===== src/rtl/transport_link_if.sv =====
// Session/link-facing bundle of the transport layer: command framing in, byte link out/in, delivery strobes out.
// master is the transport_link side; slave is the session/link environment driving it.
interface transport_link_if;
    logic [1:0]  cmd;
    logic [15:0] dataIn;
    logic        transportBusy;
    logic [1:0]  cmdOut;
    logic [15:0] packetOut;
    logic        sessionBusy;
    logic [7:0]  txByte;
    logic        txValid;
    logic        txReady;
    logic [7:0]  rxByte;
    logic        rxValid;
    logic        rxError;
    logic        rxOverflow;

    modport master (
        input  cmd, dataIn, sessionBusy, txReady, rxByte, rxValid,
        output transportBusy, cmdOut, packetOut, txByte, txValid, rxError, rxOverflow
    );

    modport slave (
        output cmd, dataIn, sessionBusy, txReady, rxByte, rxValid,
        input  transportBusy, cmdOut, packetOut, txByte, txValid, rxError, rxOverflow
    );
endinterface


===== src/rtl/transport_link.sv =====
// Frames session commands into 3-byte link frames and parses 3-byte frames back; TX busy/valid 1 cycle after request, RX delivery 2 cycles after last byte.
// TX bytes hold until txReady; RX delivery waits on sessionBusy with one pending slot, later frames dropped with rxOverflow.
module transport_link #(
    parameter logic [3:0] SYNC       = 4'hA,
    parameter int         RX_TIMEOUT = 255
) (
    input  logic              clk,
    input  logic              reset,
    transport_link_if.master  link
);

    localparam int CW = ($clog2(RX_TIMEOUT + 1) > 8) ? $clog2(RX_TIMEOUT + 1) : 8;
    localparam logic [CW-1:0] IDLE_LAST = CW'(RX_TIMEOUT - 1);
    localparam logic [CW-1:0] CNT_ONE   = {{(CW-1){1'b0}}, 1'b1};

    typedef enum logic [1:0] {T_IDLE, T_HDR, T_HI, T_LO} tx_state_t;
    typedef enum logic [1:0] {R_HDR, R_HI, R_LO} rx_state_t;

    tx_state_t   tx_state;
    logic [15:0] tx_data;

    rx_state_t   rx_state;
    logic [1:0]  rx_cmd;
    logic [7:0]  rx_hi;
    logic [CW-1:0] idle_cnt;
    logic        pending;
    logic [1:0]  pend_cmd;
    logic [15:0] pend_data;

    logic hdr_ok;
    logic frame_done;
    logic deliver;

    assign hdr_ok     = (link.rxByte[7:4] == SYNC) && (link.rxByte[3:2] == 2'b00)
                        && (link.rxByte[1:0] != 2'b00);
    assign frame_done = (rx_state == R_LO) && link.rxValid;
    assign deliver    = pending && !link.sessionBusy;

    // txValid is high in every non-idle state, so txReady alone is the handshake.
    always_ff @(posedge clk or posedge reset) begin
        if (reset) begin
            tx_state           <= T_IDLE;
            tx_data            <= '0;
            link.txByte        <= '0;
            link.txValid       <= 1'b0;
            link.transportBusy <= 1'b0;
        end else begin
            case (tx_state)
                T_IDLE: if (link.cmd != 2'b00) begin
                    tx_data            <= link.dataIn;
                    link.txByte        <= {SYNC, 2'b00, link.cmd};
                    link.txValid       <= 1'b1;
                    link.transportBusy <= 1'b1;
                    tx_state           <= T_HDR;
                end
                T_HDR: if (link.txReady) begin
                    link.txByte <= tx_data[15:8];
                    tx_state    <= T_HI;
                end
                T_HI: if (link.txReady) begin
                    link.txByte <= tx_data[7:0];
                    tx_state    <= T_LO;
                end
                T_LO: if (link.txReady) begin
                    link.txByte        <= '0;
                    link.txValid       <= 1'b0;
                    link.transportBusy <= 1'b0;
                    tx_state           <= T_IDLE;
                end
                default: tx_state <= T_IDLE;
            endcase
        end
    end

    always_ff @(posedge clk or posedge reset) begin
        if (reset) begin
            rx_state     <= R_HDR;
            rx_cmd       <= '0;
            rx_hi        <= '0;
            idle_cnt     <= '0;
            link.rxError <= 1'b0;
        end else begin
            link.rxError <= 1'b0;
            case (rx_state)
                R_HDR: begin
                    idle_cnt <= '0;
                    if (link.rxValid) begin
                        if (hdr_ok) begin
                            rx_cmd   <= link.rxByte[1:0];
                            rx_state <= R_HI;
                        end else begin
                            link.rxError <= 1'b1;
                        end
                    end
                end
                R_HI, R_LO: begin
                    if (link.rxValid) begin
                        idle_cnt <= '0;
                        if (rx_state == R_HI) begin
                            rx_hi    <= link.rxByte;
                            rx_state <= R_LO;
                        end else begin
                            rx_state <= R_HDR;
                        end
                    end else if (idle_cnt == IDLE_LAST) begin
                        link.rxError <= 1'b1;
                        idle_cnt     <= '0;
                        rx_state     <= R_HDR;
                    end else begin
                        idle_cnt <= idle_cnt + CNT_ONE;
                    end
                end
                default: rx_state <= R_HDR;
            endcase
        end
    end

    // A frame completing in the cycle the slot drains takes the slot instead of being dropped.
    always_ff @(posedge clk or posedge reset) begin
        if (reset) begin
            pending         <= 1'b0;
            pend_cmd        <= '0;
            pend_data       <= '0;
            link.cmdOut     <= '0;
            link.packetOut  <= '0;
            link.rxOverflow <= 1'b0;
        end else begin
            link.cmdOut     <= '0;
            link.rxOverflow <= 1'b0;
            if (deliver) begin
                link.cmdOut    <= pend_cmd;
                link.packetOut <= pend_data;
            end
            if (frame_done) begin
                if (pending && !deliver) begin
                    link.rxOverflow <= 1'b1;
                end else begin
                    pending   <= 1'b1;
                    pend_cmd  <= rx_cmd;
                    pend_data <= {rx_hi, link.rxByte};
                end
            end else if (deliver) begin
                pending <= 1'b0;
            end
        end
    end

endmodule


===== src/flat_wrapper.sv =====
// flat-port wrapper written by rule: the top's interface ports become plain ports
module transport_link_flat 
#(
    parameter logic [3:0] SYNC       = 4'hA,
    parameter int         RX_TIMEOUT = 255
)
  (clk, reset, link_cmd, link_dataIn, link_sessionBusy, link_txReady, link_rxByte, link_rxValid, link_transportBusy, link_cmdOut, link_packetOut, link_txByte, link_txValid, link_rxError, link_rxOverflow);
  transport_link_if link_i ();
  input  logic clk;
  input  logic reset;
  input wire logic [$bits(link_i.cmd)-1:0] link_cmd;
  input wire logic [$bits(link_i.dataIn)-1:0] link_dataIn;
  input wire logic [$bits(link_i.sessionBusy)-1:0] link_sessionBusy;
  input wire logic [$bits(link_i.txReady)-1:0] link_txReady;
  input wire logic [$bits(link_i.rxByte)-1:0] link_rxByte;
  input wire logic [$bits(link_i.rxValid)-1:0] link_rxValid;
  output wire logic [$bits(link_i.transportBusy)-1:0] link_transportBusy;
  output wire logic [$bits(link_i.cmdOut)-1:0] link_cmdOut;
  output wire logic [$bits(link_i.packetOut)-1:0] link_packetOut;
  output wire logic [$bits(link_i.txByte)-1:0] link_txByte;
  output wire logic [$bits(link_i.txValid)-1:0] link_txValid;
  output wire logic [$bits(link_i.rxError)-1:0] link_rxError;
  output wire logic [$bits(link_i.rxOverflow)-1:0] link_rxOverflow;
  assign link_i.cmd = link_cmd;
  assign link_i.dataIn = link_dataIn;
  assign link_i.sessionBusy = link_sessionBusy;
  assign link_i.txReady = link_txReady;
  assign link_i.rxByte = link_rxByte;
  assign link_i.rxValid = link_rxValid;
  assign link_transportBusy = link_i.transportBusy;
  assign link_cmdOut = link_i.cmdOut;
  assign link_packetOut = link_i.packetOut;
  assign link_txByte = link_i.txByte;
  assign link_txValid = link_i.txValid;
  assign link_rxError = link_i.rxError;
  assign link_rxOverflow = link_i.rxOverflow;
  transport_link #(.SYNC(SYNC), .RX_TIMEOUT(RX_TIMEOUT)) u_core (.clk(clk), .reset(reset), .link(link_i));
endmodule

===== config.mk =====
export PLATFORM = sky130hd
export DESIGN_NAME = transport_link_flat
export DESIGN_NICKNAME = d
export VERILOG_FILES = /design/src/rtl/transport_link_if.sv /design/src/rtl/transport_link.sv /design/src/flat_wrapper.sv
export SDC_FILE = /design/constraint.sdc
export NUM_CORES = 1
export LEC_CHECK = 0
export BUFFER_PORTS_ARGS = -buffer_cell sky130_fd_sc_hd__buf_2
export CAP_MARGIN = 25
export CORE_ASPECT_RATIO = 2
export CORE_MARGIN = 3
export CORE_UTILIZATION = 35
export DETAILED_ROUTE_END_ITERATION = 12
export PLACE_DENSITY = 0.55
export SYNTH_ARGS = -nofsm -noshare
export SYNTH_HDL_FRONTEND = slang
export SYNTH_SLANG_ARGS = --single-unit

===== constraint.sdc =====
create_clock -name clk -period 3.7 [get_ports clk]
set_clock_uncertainty 0.15 [all_clocks]
set_input_delay 0.185 -clock clk [delete_from_list [all_inputs] [get_ports clk]]
set_output_delay 0.185 -clock clk [all_outputs]
set_load 0.005 [all_outputs]

# Word-level counts from Yosys, hierarchy flattened
# Index checks and enable logic that the tools add are counted.
# classes
n_addsub	1
n_eq_ne	15
muxes	33
bitwise_logic	1
reduce_logical	24
# op_table
op	count
8-bit two-way mux	6
8-bit one-hot mux with 4 select lines	1
2-bit two-way mux	10
8-bit one-hot mux with 2 select lines	1
3-bit AND reduction	4
1-bit two-way mux	11
2-bit != test, second input constant	5
2-bit nonzero test	5
8-bit by 1-bit adder with 8-bit output, second input constant	1
8-bit equality test, second input constant	1
2-bit one-hot mux with 4 select lines	1
2-bit equality test, second input constant	3
2-bit zero test	3
2-bit AND reduction	3
1-bit logical AND	5
2-bit by 1-bit equality test with 1-bit output, second input constant	2
4-bit equality test, second input constant	1
2-bit by 1-bit != test with 1-bit output, second input constant	2
1-bit one-hot mux with 2 select lines	2
2-bit one-hot mux with 2 select lines	1
4-bit AND reduction	1
3-bit by 2-bit != test with 1-bit output, second input constant	1
1-bit zero test	2
2-bit OR reduction	1
1-bit inverter	1
# word_totals
ff_bits	86
inputBits	31
out_inout_bits	30
wordCells	89

# Longest topological paths before layout
# logic_depth
word_depth	6
ltp_mapped	8
ltp_nobuf	6

# Worst setup path before layout
# Ideal clock, no wire load.
# synth_path
kind	flip-flop to flip-flop
start	reg u_core.tx_state[0]
end	reg u_core.tx_state[1]
setup_ns	0.125
arrival_ns	1.519
required_ns	3.425
path_slack_ns	1.906
stages_incl_launch_ff	7
period_less_slack_ns	1.794
cell_sequence	dfrtp_1 inv_1 ha_1 buf_2 nor3_1 o2bb2ai_2 mux2_2
# synth_via
elab_chain_cells	3
# synth_lines
element	line_no	rtl
start, declared	transport_link.sv:19	tx_state_t tx_state;
start signal, assigned	transport_link.sv:42	tx_state <= T_IDLE;
start signal, assigned	transport_link.sv:54	tx_state <= T_HDR;
start signal, assigned	transport_link.sv:58	tx_state <= T_HI;
2-bit equality test (tied with other cells)	transport_link.sv:48	case (tx_state)
2-bit != test (no source line) or 2-bit by 1-bit != test with 1-bit output (tied branches)	n/a	
4-bit AND reduction (no source line)	n/a	
# Several ways; a longest one is shown, not always the timed one.
# A chain may end at the register's enable or synchronous reset.

# Worst setup path after layout
# Ends and elaborated chain as after synthesis.

==> results.ini <==
[status]
run_status = complete, no violations

[routing]
wl_per_cell_um = 14.9
drc = 0
drt-total-wl_um = 7900
vias = 2519
drt_pass1_iterations = 4
ant_nets = 0
via_per_inst = 4.74
drtIter0Drc = 87

[setup_path]
crit_chain = inv_1 -> ha_1 -> nor3_1 -> o2bb2ai_2 -> mux2_2
crit_buf_inv = 1
crit_required_ps = 3770
cp_num_cells = 5
max_stage_delay_ps = 610
r2r_cells = 5
crit_arrival_ps = 2390
startpoint_type = flip-flop
r2r_start = u_core.tx_state[0]
crit_type = flip-flop to flip-flop
path_max_fanout = 19
critPathTopFamily = compound AO/OA/AOI/OAI gates
critPathLaunch = u_core.tx_state[0]
endpoint_kind = flip-flop
cp_slowest_cell = o2bb2ai_2

[place]
detailed_place.area_um2 = 4110
post-place-ws_ps = 1380
dp_cells = 493
hpwl_um = 5820
place_congestion = 0.744
portBuffers = 60

[synth]
synth_top_area_cell = dfrtp_1
syn_nets = 350
ys_warn_count = 0
netlist_top_cells_area = dfrtp_1, mux2_2, nand2_1
avgSynthCellArea_um2 = 12.0
synth_area_um2 = 3680
synth.top_cell.area_share_pct = 58.5
ys_ff_latch = 86
ys_types = 41
synth_cells = 307
ys_seq_area_share_pct = 58.5

[floorplan]
start_util_pct = 36.0
dieWidth_um = 78.5
rows = 52
die_area_um2 = 11800
core-area_um2 = 10200
die_h_um = 151
io_pins = 61

[timing]
hold_viol = 0
slew_headroom_pct = 45.7
fin_tns_setup_ps = 0
maxSlewViolCount = 0
fmax_mhz = 431
rsz0062_at_grt = no
post-route-period-util_pct = 62.7
setup_viol = 0
worstMarginPinSlew_ps = 815
setup_slack_ps = 1380
min_period_ps = 2320

[cts]
clk_pin_slew_worst_paths_ps = 60
numClockSinks = 86
cts_htree_levels = 3
cts_buffers = 9
clock_latency_ps = 330
cts_tree = built
cts-root-buf = clkbuf_16
post_cts_buffers = 0
clockBufferDepth = 2

[worst_hold_path]
hold_depth = 2
min_from = link_rxByte[0]
hold_class = primary input to flip-flop

[flow_run]
drv_cap = 0

[finish]
multi_input_area_um2 = 1440
fin_util_pct = 45.0
fin_area_um2 = 4600
antennaDiodeCount = 0
drive_above_1_share_pct = 33.1
syn2layout_area_growth_pct = 25.1
layout.cells.non_filler = 531
fillers = 991
layout.nets = 434
seq_area_um2 = 2150

[power]
p_per_area_nw_per_um2 = 743
leakagePower_nw = 2.21
vdd_drop_max_mv = 0.299

[global_routing]
grt_max_degree = 46
track_usage_pct = 14.7
grt_pass1_wl_um = 13200
antenna_found_initial = 0
grt_overflow = 0
grt_pass1_vias = 2695

-- synthesized netlist by cell type --
| cell type | count |
|---|---|
| dfrtp_1 | 86 |
| a32oi_1 | 1 |
| xnor2_1 | 2 |
| a21oi_4 | 1 |
| mux2i_1 | 1 |
| nand4_1 | 2 |
| nand2_1 | 67 |
| o21bai_1 | 2 |
| and3_1 | 1 |
| a22oi_1 | 6 |
| buf_4 | 2 |
| a21oi_1 | 5 |
| nor2b_1 | 3 |
| inv_1 | 8 |
| a311oi_1 | 1 |
| nand3_1 | 4 |
| ha_1 | 12 |
| o21ai_2 | 1 |
| o21ai_0 | 8 |
| o311ai_0 | 1 |
| or2_4 | 1 |
| a21o_1 | 1 |
| nand4b_1 | 1 |
| buf_2 | 5 |
| o21a_1 | 1 |
| and2_1 | 2 |
| or4_1 | 1 |
| xor2_1 | 1 |
| nor4b_4 | 1 |
| nor4b_1 | 1 |
| mux2_4 | 2 |
| o2bb2ai_2 | 1 |
| nor3_1 | 2 |
| nand2b_1 | 1 |
| o31ai_1 | 5 |
| nor2_1 | 13 |
| a221oi_1 | 2 |
| or2_2 | 2 |
| clkbuf_1 | 5 |
| mux2_2 | 44 |
| o21ai_1 | 1 |
-- cell usage in the layout (no fill, tap or decap), drive strengths merged, types with 4 or more instances in the layout --
cell type / n
dfrtp: 86
nand2: 67
buf: 63
mux2: 46
dlygate4sd3: 22
nor2: 13
ha: 12
clkbuf: 12
o21ai: 10
inv: 7
a22oi: 6
a21oi: 6
o31ai: 5
nand3: 4
clkinv: 4
-- layer usage --
layer	wire length [um]	track usage, %	vias up	share of wire [%]
met5	0	0	-	0
met4	146	6.04	0	1.8
met3	308	3.51	12	3.9
met2	4460	27.7	53	56
met1	2980	15.2	1241	38
li1	-	-	1213	-
-- what timing repair did --
| action | in CTS | in global routing |
|---|---|---|
| gates resized for setup | 0 | 0 |
| hold buffers | 22 | 0 |
| endpoints found under the hold margin | 44 | 0 |
-- path summary, 6_finish.rpt --
path                                             to  slack (ps)
max                              u_core.tx_state[1]        1380
min                                 u_core.rx_hi[0]           8
max reg2reg                      u_core.tx_state[1]        1380
min reg2reg                u_core.link.packetOut[5]         310
max in group asynchronous       u_core.pend_data[2]        2270
min in group asynchronous     u_core.link.txByte[7]         230
-- cells by family after synthesis --
kind of cell,synth area share [%]
compound gates,7.25
simple gates,12.4
buf+inv,2.42
mux,14.6
xor+xnor,0.715
flops,58.5
fa+ha+maj,4.08
-- registers in the layout, indices dropped and copies added (netlist names), 8 cells and up --
name                   count
u_core.tx_data            16
u_core.link.txByte         8
u_core.pend_data          16
u_core.idle_cnt            8
u_core.link.packetOut     16
u_core.rx_hi               8
-- through the flow --
| stage | hold slack (ps) | power, mW |
|---|---|---|
| CTS | 6.85 | 3.48 |
| detailed placement | 44.1 | 2.63 |
| global placement | 42.9 | 2.58 |
| finish | 8.21 | 3.42 |
| floorplan | 163 | 2.28 |
| global route | 1.76 | 3.70 |
-- area by class of cell --
class                      instances  share of cell area (%)
tap                              135                    3.67
clock inverter                     4                   0.490
inverter                           8                   0.680
timing repair buffer              85                    11.8
multi-input combinational        201                    31.2
clock buffer                      12                    5.36
sequential                        86                    46.8
-- power by group --
| part | switching (mW) | internal [mW] |
|---|---|---|
| clock | 0.342 | 0.470 |
| combinational | 0.517 | 0.548 |
| sequential | 0.212 | 1.33 |
Note: power is estimated with default switching activity, not from simulation.
